`config.mk`:
```
export PLATFORM = sky130hd
export DESIGN_NAME = p_s_param
export DESIGN_NICKNAME = d
export VERILOG_FILES = /design/src/rtl/p_s_pkg.sv /design/src/rtl/p_s_bank.sv /design/src/rtl/p_s_param.sv
export SDC_FILE = /design/constraint.sdc
export NUM_CORES = 1
export LEC_CHECK = 0
export CORE_MARGIN = 5
export CORE_UTILIZATION = 40
export DETAILED_ROUTE_END_ITERATION = 16
export GPL_TIMING_DRIVEN = 0
export PLACE_DENSITY = 0.67
export SLEW_MARGIN = 20
export SYNTH_ARGS = -nofsm -noshare
export SYNTH_HDL_FRONTEND = slang
export SYNTH_HIERARCHICAL = 1
export SYNTH_SLANG_ARGS = --single-unit
```
`constraint.sdc`:
```
create_clock -name clk -period 11.3 [get_ports clk]
set_clock_uncertainty 0.05 [all_clocks]
set_input_delay 2.825 -clock clk [delete_from_list [all_inputs] [get_ports clk]]
set_output_delay 2.825 -clock clk [all_outputs]
set_load 0.02 [all_outputs]
```
`src/rtl/p_s_pkg.sv`:
```
// ----------------------------------------------------------------------------
// p_s_pkg
// Shared definitions for the p_s_param parallel-to-serial converter:
//   - frame ordering mode encodings
//   - clog2 helper that never returns less than 1, so index vectors are
//     always at least one bit wide even for degenerate sizes
// ----------------------------------------------------------------------------
package p_s_pkg;

    // Frame ordering, latched per frame from in_mode on its first beat.
    localparam logic ORD_BEAT_MAJOR = 1'b0;   // beat 0 lanes 0..L-1, beat 1 ...
    localparam logic ORD_LANE_MAJOR = 1'b1;   // lane 0 beats 0..B-1, lane 1 ...

    // Ceiling log2 with a floor of 1.
    function automatic int clog2_min1(input int value);
        int result;
        result = 0;
        for (int i = 0; i < 31; i++) begin
            if ((1 << i) < value) begin
                result = i + 1;
            end
        end
        return (result < 1) ? 1 : result;
    endfunction

endpackage : p_s_pkg

```
`src/rtl/p_s_bank.sv`:
```
// ----------------------------------------------------------------------------
// p_s_bank
// One ping-pong bank: LANES*BEATS words of storage plus the frame's order
// mode bit.
//
// Ports:
//   clk      in  clock
//   rst_n    in  asynchronous active-low reset (mode bit only)
//   wr_en    in  write one full beat this cycle
//   wr_beat  in  beat position being written
//   wr_data  in  LANES*W beat, lane l at [l*W +: W]
//   wr_mode  in  order mode, captured when beat 0 is written
//   rd_idx   in  serial word index within the frame
//   rd_word  out word at rd_idx after applying the bank's order mode
// ----------------------------------------------------------------------------
module p_s_bank
    import p_s_pkg::*;
#(
    parameter int W     = 34,
    parameter int LANES = 4,
    parameter int BEATS = 4,
    parameter int IW    = clog2_min1(LANES * BEATS),
    parameter int BW    = clog2_min1(BEATS)
) (
    input  logic                 clk,
    input  logic                 rst_n,
    input  logic                 wr_en,
    input  logic [BW-1:0]        wr_beat,
    input  logic [LANES*W-1:0]   wr_data,
    input  logic                 wr_mode,
    input  logic [IW-1:0]        rd_idx,
    output logic [W-1:0]         rd_word
);

    localparam int LW    = clog2_min1(LANES);
    localparam int LOG_L = $clog2(LANES);
    localparam int LOG_B = $clog2(BEATS);

    logic               mode_reg;
    logic [BW-1:0]      rd_beat;
    logic [LW-1:0]      rd_lane;
    logic [W-1:0]       lane_word [LANES];

    // The mode bit belongs to the frame, so it is taken with beat 0 only.
    always_ff @(posedge clk or negedge rst_n) begin
        if (!rst_n) begin
            mode_reg <= ORD_BEAT_MAJOR;
        end else if (wr_en && (wr_beat == '0)) begin
            mode_reg <= wr_mode;
        end
    end

    // One storage column per lane; a whole beat lands in every column at once.
    genvar gi;
    for (gi = 0; gi < LANES; gi++) begin : g_lane
        logic [W-1:0] mem [BEATS];

        always_ff @(posedge clk) begin
            if (wr_en) begin
                mem[wr_beat] <= wr_data[gi*W +: W];
            end
        end

        assign lane_word[gi] = mem[rd_beat];
    end

    // LANES and BEATS are powers of two, so div/mod reduce to shift/mask.
    always_comb begin
        rd_beat = '0;
        rd_lane = '0;
        if (mode_reg == ORD_BEAT_MAJOR) begin
            rd_beat = BW'(rd_idx >> LOG_L);
            rd_lane = LW'(rd_idx & IW'(LANES - 1));
        end else begin
            rd_lane = LW'(rd_idx >> LOG_B);
            rd_beat = BW'(rd_idx & IW'(BEATS - 1));
        end
    end

    assign rd_word = lane_word[rd_lane];

endmodule : p_s_bank

```
`src/rtl/p_s_param.sv`:
```
// ----------------------------------------------------------------------------
// p_s_param
// Double-buffered parallel-to-serial converter. Frames of BEATS beats, each
// LANES words of W bits, are collected into one of two banks and replayed one
// word per accepted output cycle, in beat-major or lane-major order chosen
// per frame.
//
// Ports:
//   clk        in  clock
//   rst_n      in  asynchronous active-low reset
//   clr        in  synchronous clear, drops every buffered frame
//   in_valid   in  input beat valid
//   in_ready   out a beat can be accepted (write bank not full)
//   in_data    in  beat, lane l at [l*W +: W]
//   in_mode    in  frame order, sampled on the first beat of a frame
//   out_valid  out out_data holds a valid word (read bank full)
//   out_ready  in  downstream accepts the word
//   out_data   out serial word, zero when out_valid is low
//   out_first  out word is index 0 of its frame
//   out_last   out word is index N-1 of its frame
// ----------------------------------------------------------------------------
module p_s_param
    import p_s_pkg::*;
#(
    parameter int W     = 34,
    parameter int LANES = 4,
    parameter int BEATS = 4
) (
    input  logic                 clk,
    input  logic                 rst_n,
    input  logic                 clr,
    input  logic                 in_valid,
    output logic                 in_ready,
    input  logic [LANES*W-1:0]   in_data,
    input  logic                 in_mode,
    output logic                 out_valid,
    input  logic                 out_ready,
    output logic [W-1:0]         out_data,
    output logic                 out_first,
    output logic                 out_last
);

    localparam int N  = LANES * BEATS;
    localparam int IW = clog2_min1(N);
    localparam int BW = clog2_min1(BEATS);

    logic [1:0]     full_reg,    full_next;
    logic           wr_bank_reg, wr_bank_next;
    logic           rd_bank_reg, rd_bank_next;
    logic [BW-1:0]  wr_beat_reg, wr_beat_next;
    logic [IW-1:0]  rd_idx_reg,  rd_idx_next;

    logic           wr_fire;
    logic           rd_fire;
    logic           wr_last;
    logic           rd_last;
    logic [W-1:0]   bank_word [2];

    assign in_ready  = !full_reg[wr_bank_reg];
    assign out_valid = full_reg[rd_bank_reg];

    // clr wins over both handshakes, even though in_ready may read high.
    assign wr_fire = in_valid && in_ready && !clr;
    assign rd_fire = out_valid && out_ready && !clr;

    assign wr_last = (wr_beat_reg == BW'(BEATS - 1));
    assign rd_last = (rd_idx_reg == IW'(N - 1));

    // The last write and the last read of the same cycle always hit
    // different banks, so both full-flag updates can apply together.
    always_comb begin
        full_next    = full_reg;
        wr_bank_next = wr_bank_reg;
        rd_bank_next = rd_bank_reg;
        wr_beat_next = wr_beat_reg;
        rd_idx_next  = rd_idx_reg;

        if (clr) begin
            full_next    = '0;
            wr_bank_next = 1'b0;
            rd_bank_next = 1'b0;
            wr_beat_next = '0;
            rd_idx_next  = '0;
        end else begin
            if (wr_fire) begin
                if (wr_last) begin
                    wr_beat_next           = '0;
                    full_next[wr_bank_reg] = 1'b1;
                    wr_bank_next           = !wr_bank_reg;
                end else begin
                    wr_beat_next = wr_beat_reg + BW'(1);
                end
            end
            if (rd_fire) begin
                if (rd_last) begin
                    rd_idx_next            = '0;
                    full_next[rd_bank_reg] = 1'b0;
                    rd_bank_next           = !rd_bank_reg;
                end else begin
                    rd_idx_next = rd_idx_reg + IW'(1);
                end
            end
        end
    end

    always_ff @(posedge clk or negedge rst_n) begin
        if (!rst_n) begin
            full_reg    <= '0;
            wr_bank_reg <= 1'b0;
            rd_bank_reg <= 1'b0;
            wr_beat_reg <= '0;
            rd_idx_reg  <= '0;
        end else begin
            full_reg    <= full_next;
            wr_bank_reg <= wr_bank_next;
            rd_bank_reg <= rd_bank_next;
            wr_beat_reg <= wr_beat_next;
            rd_idx_reg  <= rd_idx_next;
        end
    end

    // Both banks see the same read index; only the rd_bank word is used.
    genvar gi;
    for (gi = 0; gi < 2; gi++) begin : g_bank
        p_s_bank #(
            .W     (W),
            .LANES (LANES),
            .BEATS (BEATS),
            .IW    (IW),
            .BW    (BW)
        ) u_bank (
            .clk     (clk),
            .rst_n   (rst_n),
            .wr_en   (wr_fire && (wr_bank_reg == 1'(gi))),
            .wr_beat (wr_beat_reg),
            .wr_data (in_data),
            .wr_mode (in_mode),
            .rd_idx  (rd_idx_reg),
            .rd_word (bank_word[gi])
        );
    end

    assign out_data  = out_valid ? bank_word[rd_bank_reg] : '0;
    assign out_first = out_valid && (rd_idx_reg == '0);
    assign out_last  = out_valid && rd_last;

endmodule : p_s_param

```
* Yosys cells after proc, flatten, opt, wreduce, memory -nomap -nowiden *
Memories as Yosys holds them, arrays and structs flattened.
Index checks and enable logic that the tools add are counted.

cells by class
  $add $sub $neg = 2
  multipliers = 0
  div/mod/pow operators = 0
  magnitude comparators = 7
  equal/unequal tests = 2
  shift operators = 0
  muxes and demuxes = 44
  bitwise logic cells = 7
  reductions and logical operators = 24

operator list
  cell                                                                           number
  34-bit two-way mux                                                             8
  34-bit binary-select mux with 2-bit select                                     2
  2-bit two-way mux                                                              13
  1-bit two-way mux                                                              16
  1-bit logical AND                                                              12
  4-bit two-way mux                                                              3
  2-bit nonzero test                                                             4
  3-bit >= comparator (second input constant)                                    2
  2-bit inverter with 3-bit output                                               2
  4-bit by 1-bit adder with 4-bit output (second input constant)                 1
  4-bit == test (second input constant)                                          1
  1-bit zero test                                                                4
  4-bit zero test                                                                1
  1-bit by 2-bit less-than comparator with 1-bit output (second input constant)  2
  2-bit AND reduction                                                            2
  2-bit by 1-bit adder with 2-bit output (second input constant)                 1
  2-bit AND                                                                      1
  1-bit demux with 1-bit select                                                  2
  2-bit == test (second input constant)                                          1
  1-bit >= comparator (second input constant)                                    2
  2-bit >= comparator (second input constant)                                    1
  2-bit zero test                                                                1
  1-bit inverter with 2-bit output                                               1
  2-bit inverter                                                                 1
  other kinds (2)                                                                2

word-level totals
  register bits = 12
  bits in latches = 0
  memory bits (writable) = 1,088
  memory bits (read-only) = 0
  input port bits = 142
  memories = 8

memory list
  memory                          words  width  rd ports  clocked after Yosys merged registers in  wr ports  RTL line        RTL
  g_bank[0].u_bank.g_lane[0].mem  4      34     1         0                                        1         p_s_bank.sv:56  logic [W-1:0] mem [BEATS];
  g_bank[0].u_bank.g_lane[1].mem  4      34     1         0                                        1         p_s_bank.sv:56
  g_bank[0].u_bank.g_lane[2].mem  4      34     1         0                                        1         p_s_bank.sv:56
  g_bank[0].u_bank.g_lane[3].mem  4      34     1         0                                        1         p_s_bank.sv:56
  g_bank[1].u_bank.g_lane[0].mem  4      34     1         0                                        1         p_s_bank.sv:56
  g_bank[1].u_bank.g_lane[1].mem  4      34     1         0                                        1         p_s_bank.sv:56
  2 more memories                 -      -      -         -                                        -         -

* Logic depth before layout (Yosys ltp) *
Gate-level depths: netlist of the first run.

  word-level depth = 12
  mapped depth = 10
  gate-level depth less buffers = 6

* By module *
Netlist of the first run, hierarchy kept.

modules (own cells, without submodules)
  module                        instances  cells an instance  area an instance (µm²)  seq. area each (µm²)
  p_s_bank at g_bank[0].u_bank  1          1,067              20,638.5                16,360.7
  p_s_bank at g_bank[1].u_bank  1          1,067              20,627.3                16,360.7
  p_s_param                     1          137                1,081.0                 250.2

* Least setup slack after synthesis of the first run *
OpenSTA, ideal clock, no wires.

  path type = input to register
  start = input clr
  end = register g_bank[0].u_bank.mode_reg
  data arrival time = 14.724 ns
  data required time = 11.134 ns
  path slack = -3.590 ns
  stages = 4
  buffers on the path = 1
  cell sequence = clkbuf_1 > nor4_1 > nor3b_1 > mux2_2

between the ends
  longest elaborated chain between the ends = 4

RTL lines
  element               RTL line          RTL
  from (decl)           p_s_param.sv:31   input logic clr,
  1-bit zero test       p_s_param.sv:63   assign wr_fire = in_valid && in_ready && !clr;
  1-bit logical AND     p_s_param.sv:63
  1-bit logical AND     p_s_param.sv:134  .wr_en (wr_fire && (wr_bank_reg == 1'(gi))),
  1-bit logical AND     p_s_bank.sv:48    end else if (wr_en && (wr_beat == '0)) begin
  to (signal assigned)  p_s_bank.sv:49    mode_reg <= wr_mode;
  to (decl)             p_s_bank.sv:39    logic mode_reg;

No other way between the ends.
A chain may end at the register's enable or synchronous reset.

==> qor.yml, run 1 <==
status: "finished clean"
power.share.clock_pct: 41.9
max_stage_delay_ps: 990
leakage_nw: 19.7
synth_area_leader_cell: "edfxtp_1"
grt_pass1_wl_um: 167000
synthSimpleGateAreaFrac_pct: 2.13
min_path_type: "reg2reg"
tritoncts: "done"
final_cell_mix: "edfxtp_1, mux2i_1, o22ai_1"
drv_cap: 0
post_cts_buffers: 0
fillCellCount: 8531
synth_edf_count: 1088
dpl_cell_area_um2: 47100
ys.flop_type: "edfxtp_1"
utilization_pct: 48.1
cts_max_level: 3
avgSynthCellArea_um2: 18.6
setup_violations: 0
vias: 23400
cts_resized: 0
nets: 2764
routed_via_density: 5.69
rsz0062_at_grt: "false"
crit_top_cell: "clkbuf_1"
ys_ff_latch: 1100
ir_drop_mv: 0.123
cp-start-kind: "flip-flop"
r2r_slack_ps: 8210
hold_violations: 0
drv_slew: 0
hold_buffers: 0
cts_buffers: 104
design_area_um2: 50600
pre_cts_ws_ps: 4290
syn-num-nets: 2416
fp-row-count: 119
cp-endpoint: "out_data[22]"
wire_per_inst_um: 28.9
layout.cells.non_filler: 4122
ios: 180
fmax_mhz: 128
synth_fa_ha_area_share_pct: 0.0886
clockBufferDepth: 3
synthXorXnorAreaFrac_pct: 0
gp_congestion: 0.757
wirelength_um: 119000
arrival_ps: 4950
ys.warnings.count: 6
cts_root_buf: "clkbuf_16"
die_area_um2: 112000
dp.cells: 3904
synth_mux_area_share_pct: 13.9
grt_pass1_vias: 23500
startpoint: "rd_idx_reg[1]$_DFFE_PN0P_"
largest_reg_flops: 1088
initial_core_util_pct: 40.2
drive_above_1_share_pct: 11.6
layout_commonest_cell: "edfxtp_1"
drtIter0Drc: 2720
dr.pass1.iters: 6
synth_area_um2: 42300
path_cells: "nor2b_1, clkbuf_1, a22oi_2, clkbuf_1, o22ai_1, or4_1, mux2i_1, nor2_1, clkdlybuf4s50_1"
drc: 0
worst_slew_pin_slew_ps: 1270
synth_top_area_share_pct: 77.2
finalWorstSetupSlack_ps: 3480
p_int_mw: 6.60
holdWs_ps: 616
required_ps: 8430
area_growth_pct: 19.5
fin_setup_tns_ps: 0
clk_latency_ps: 670
io_buffers: 179
grt_max_degree: 38
r2r_end: "g_bank[0].u_bank/g_lane[2].mem[0][19]$_DFFE_PP_"
core-area_um2: 105000
die_y_um: 335
p_sw_share_pct: 19.7
track_usage_pct: 20.6
p_comb_share_pct: 2.7
power_mw: 8.21
period_minus_slack_ps: 7820
path_clk_slew_ps: 70
die_w_um: 335
syn_inst: 2271
ant_nets: 0
antenna_found_initial: 35
cts_sinks: 1100
synth_cell_types: 37
p_per_area_nw_per_um2: 162
worstRegToRegCells: 7
r2r_start: "full_reg[0]$_DFF_PN0_"
period_share_pct: 69.2
synth_compound_area_share_pct: 4.55
hpwlAfterDp_um: 78100
power.switching_mw: 1.62
cp_slowest_cell: "clkbuf_1"
grt-ovfl-total: 0
synth_top_family_by_area: "multiplexers"
p_seq_share_pct: 55.4
end_kind: "output port"
criticalPathCategory: "reg2out"
ys_seq_area_share_pct: 77.9
crit_fanout: 15
slew_headroom_pct: 15.6
synthArstFlopShare_pct: 1.09
synthTopCellsByArea: "edfxtp_1, mux2i_1, o22ai_1, or4_1, buf_2"
## synth_stat cells, types with 6 or more instances
| cell | n |
|---|---|
| or4_1 | 70 |
| edfxtp_1 | 1088 |
| o22ai_1 | 272 |
| buf_4 | 6 |
| nor2_1 | 42 |
| dfrtp_1 | 12 |
| buf_2 | 73 |
| nand2_1 | 9 |
| clkbuf_1 | 44 |
| nor2b_1 | 9 |
| mux2i_1 | 582 |
| a21oi_1 | 6 |
| nand3_1 | 8 |
## power groups by stage
stage / clock (mW) / combinational (mW) / sequential [mW]
floorplan: 0 / 0.0685 / 4.64
finish: 3.45 / 0.218 / 4.55
CTS: 3.48 / 0.217 / 4.55
detailed placement: 0 / 0.216 / 4.64
global placement: 0 / 0.187 / 4.65
global route: 3.66 / 0.233 / 4.55
## how the worst min path moves through the flow
stage	cells after the start	to	start
3_5_place_dp	2	g_bank[0].u_bank/mode_reg$_DFFE_PN0P_	g_bank[0].u_bank/mode_reg$_DFFE_PN0P_
2_1_floorplan	2	full_reg[0]$_DFF_PN0_	full_reg[0]$_DFF_PN0_
5_1_grt	2	full_reg[1]$_DFF_PN0_	wr_bank_reg$_DFFE_PN0P_
6_report	2	full_reg[0]$_DFF_PN0_	full_reg[0]$_DFF_PN0_
4_1_cts	2	g_bank[0].u_bank/mode_reg$_DFFE_PN0P_	g_bank[0].u_bank/mode_reg$_DFFE_PN0P_
3_3_place_gp	2	full_reg[0]$_DFF_PN0_	full_reg[0]$_DFF_PN0_
## critical path: cells and delay by family (launching register included)
| kind | cells | cell delay (ps) |
|---|---|---|
| compound gates | 2 | 790 |
| flops | 1 | 580 |
| simple gates | 3 | 910 |
| buf+inv | 3 | 1820 |
| mux | 1 | 170 |
## metal layers
| layer | track usage [%] | routed length (µm) |
|---|---|---|
| met4 | 7.48 | 4230 |
| met1 | 26.7 | 46100 |
| met5 | 0 | 108 |
| met2 | 33.2 | 56400 |
| met3 | 6.12 | 12100 |
## area by class of cell
class | count | area [µm²] | area share [%]
timing repair buffer | 242 | 2990 | 5.91
buffer | 123 | 576 | 1.14
clock inverter | 61 | 631 | 1.25
antenna | 24 | 60.1 | 0.119
multi-input combinational | 1041 | 8830 | 17.4
tap | 1391 | 1740 | 3.44
clock buffer | 133 | 2780 | 5.48
inverter | 7 | 26.3 | 0.0519
sequential | 1100 | 33000 | 65.2
## kinds of logic after synthesis
logic type	Yosys count
buf+inv	130
compound gates	298
simple gates	151
fa+ha+maj	3
flops	1100
mux	589
Power figures use the tool's default switching activity.
==> inputs of run 2 (changes only) <==
PLACE_DENSITY = 0.64   (was 0.67)
clock period = 8.15 ns   (was 11.3 ns; I/O delays follow)
==> qor.yml, run 2 (synthesized netlist as in run 1, its figures left out) <==
cts_max_level: 3
p_int_mw: 9.09
largest_reg_flops: 1088
fp-row-count: 119
slew_headroom_pct: 15.0
grt_pass1_vias: 23200
design_area_um2: 50600
gp_congestion: 0.799
layout_commonest_cell: "edfxtp_1"
r2r_slack_ps: 5240
required_ps: 6060
period_minus_slack_ps: 6960
hpwlAfterDp_um: 78900
ios: 180
crit_top_cell: "clkbuf_1"
cts_sinks: 1100
dp.cells: 3905
vias: 23200
cp-endpoint: "out_data[20]"
die_y_um: 335
post_cts_buffers: 0
status: "finished clean"
wire_per_inst_um: 28.9
path_buf_inv: 3
r2r_start: "wr_bank_reg$_DFFE_PN0P_"
criticalPathCategory: "reg2out"
die_w_um: 335
worst_slew_pin_slew_ps: 1280
cp_top_family: "buffers and inverters"
fillCellCount: 8574
dpl_cell_area_um2: 47200
tritoncts: "done"
hold_violations: 0
core-area_um2: 105000
cp-start-kind: "flip-flop"
cp.depth: 9
period_share_pct: 85.3
power.switching_mw: 2.24
path_cells: "nor2b_1, clkbuf_1, a32oi_1, clkbuf_1, o22ai_1, or4_1, mux2i_1, nor2_1, clkdlybuf4s50_1"
wirelength_um: 119000
routed_via_density: 5.65
dr.pass1.iters: 5
fin_setup_tns_ps: 0
ant_nets: 0
finalWorstSetupSlack_ps: 1190
p_comb_share_pct: 2.7
hold_buffers: 0
drv_slew: 0
ir_drop_mv: 0.185
setup_violations: 0
die_area_um2: 112000
nets: 2766
leakage_nw: 19.7
multi_input_comb_area_um2: 8830
grt_max_degree: 41
cts_resized: 0
drv_cap: 0
grt-ovfl-total: 0
path_clk_slew_ps: 60
drtIter0Drc: 2498
whs_path_depth: 2
cp_slowest_cell: "a32oi_1"
drc: 0
antenna_found_initial: 30
p_sw_share_pct: 19.7
cts_buffers: 105
p_per_area_nw_per_um2: 224
cts_root_buf: "clkbuf_16"
clockBufferDepth: 3
io_buffers: 179
crit_fanout: 14
min_path_type: "reg2reg"
initial_core_util_pct: 40.2
end_kind: "output port"
grt_pass1_wl_um: 168000
ff_latch_area_um2: 33000
clk_latency_ps: 660
pre_cts_ws_ps: 1970
final_cell_mix: "edfxtp_1, mux2i_1, o22ai_1"
area_growth_pct: 19.4
drive_above_1_share_pct: 11.5
power.share.clock_pct: 41.6
fmax_mhz: 144
max_stage_delay_ps: 820
rsz0062_at_grt: "false"
worstRegToRegCells: 7
startpoint: "rd_idx_reg[3]$_DFFE_PN0P_"
p_seq_share_pct: 55.7
track_usage_pct: 20.6
layout.cells.non_filler: 4118
arrival_ps: 4870
r2r_end: "g_bank[1].u_bank/g_lane[3].mem[2][16]$_DFFE_PP_"
## run 2: cell types whose count changed in the layout (fill, tap and decap cells not counted), moves of 4 or more
cell,delta
buf_6,-6
clkbuf_1,+5
buf_8,+4
clkinv_8,-4
clkinvlp_4,-4
diode_2,-4
## run 2: cell type report
cell class,instances,area share [%]
multi-input combinational,1041,17.5
antenna,20,0.0990
sequential,1100,65.2
inverter,7,0.0520
timing repair buffer,243,6.05
clock inverter,54,1.01
clock buffer,139,5.53
tap,1391,3.44
buffer,123,1.14
## run 2: per-stage QoR
step	util, %	total power [mW]	hold WS, ps
3_3_place_gp	43.6	6.70	555
5_1_grt	48.0	11.7	653
4_1_cts	48.0	11.4	609
3_5_place_dp	44.8	6.73	562
6_report	48.0	11.3	605
2_1_floorplan	-	6.53	522
## run 2: worst reg2reg max path, stage by stage, from the launching register on
cell and delay [ps]:
dfrtp_1 410, inv_1 100, nor4_1 550, nand2_1 190
nor2_4 580, buf_12 290, buf_12 210, buf_16 210
## run 2: how the worst min path moves through the flow
stage,from,to,slack (ps)
global route,full_reg[0]$_DFF_PN0_,full_reg[0]$_DFF_PN0_,650
floorplan,full_reg[0]$_DFF_PN0_,full_reg[0]$_DFF_PN0_,520
detailed placement,full_reg[0]$_DFF_PN0_,full_reg[0]$_DFF_PN0_,560
global placement,full_reg[0]$_DFF_PN0_,full_reg[0]$_DFF_PN0_,550
finish,full_reg[0]$_DFF_PN0_,full_reg[0]$_DFF_PN0_,600
CTS,full_reg[0]$_DFF_PN0_,full_reg[0]$_DFF_PN0_,610
## run 2: metal layers
layer	routed length, µm	global-route usage (%)
met1	47700	27.2
met3	11800	5.90
met2	56300	33.4
met4	3300	6.38
met5	147	0
## run 2: power by group through the flow
stage | registers, mW | logic (mW) | clock network, mW
global route | 6.31 | 0.324 | 5.02
global placement | 6.44 | 0.260 | 0
finish | 6.31 | 0.303 | 4.71
CTS | 6.31 | 0.302 | 4.78
detailed placement | 6.43 | 0.300 | 0
floorplan | 6.44 | 0.0954 | 0
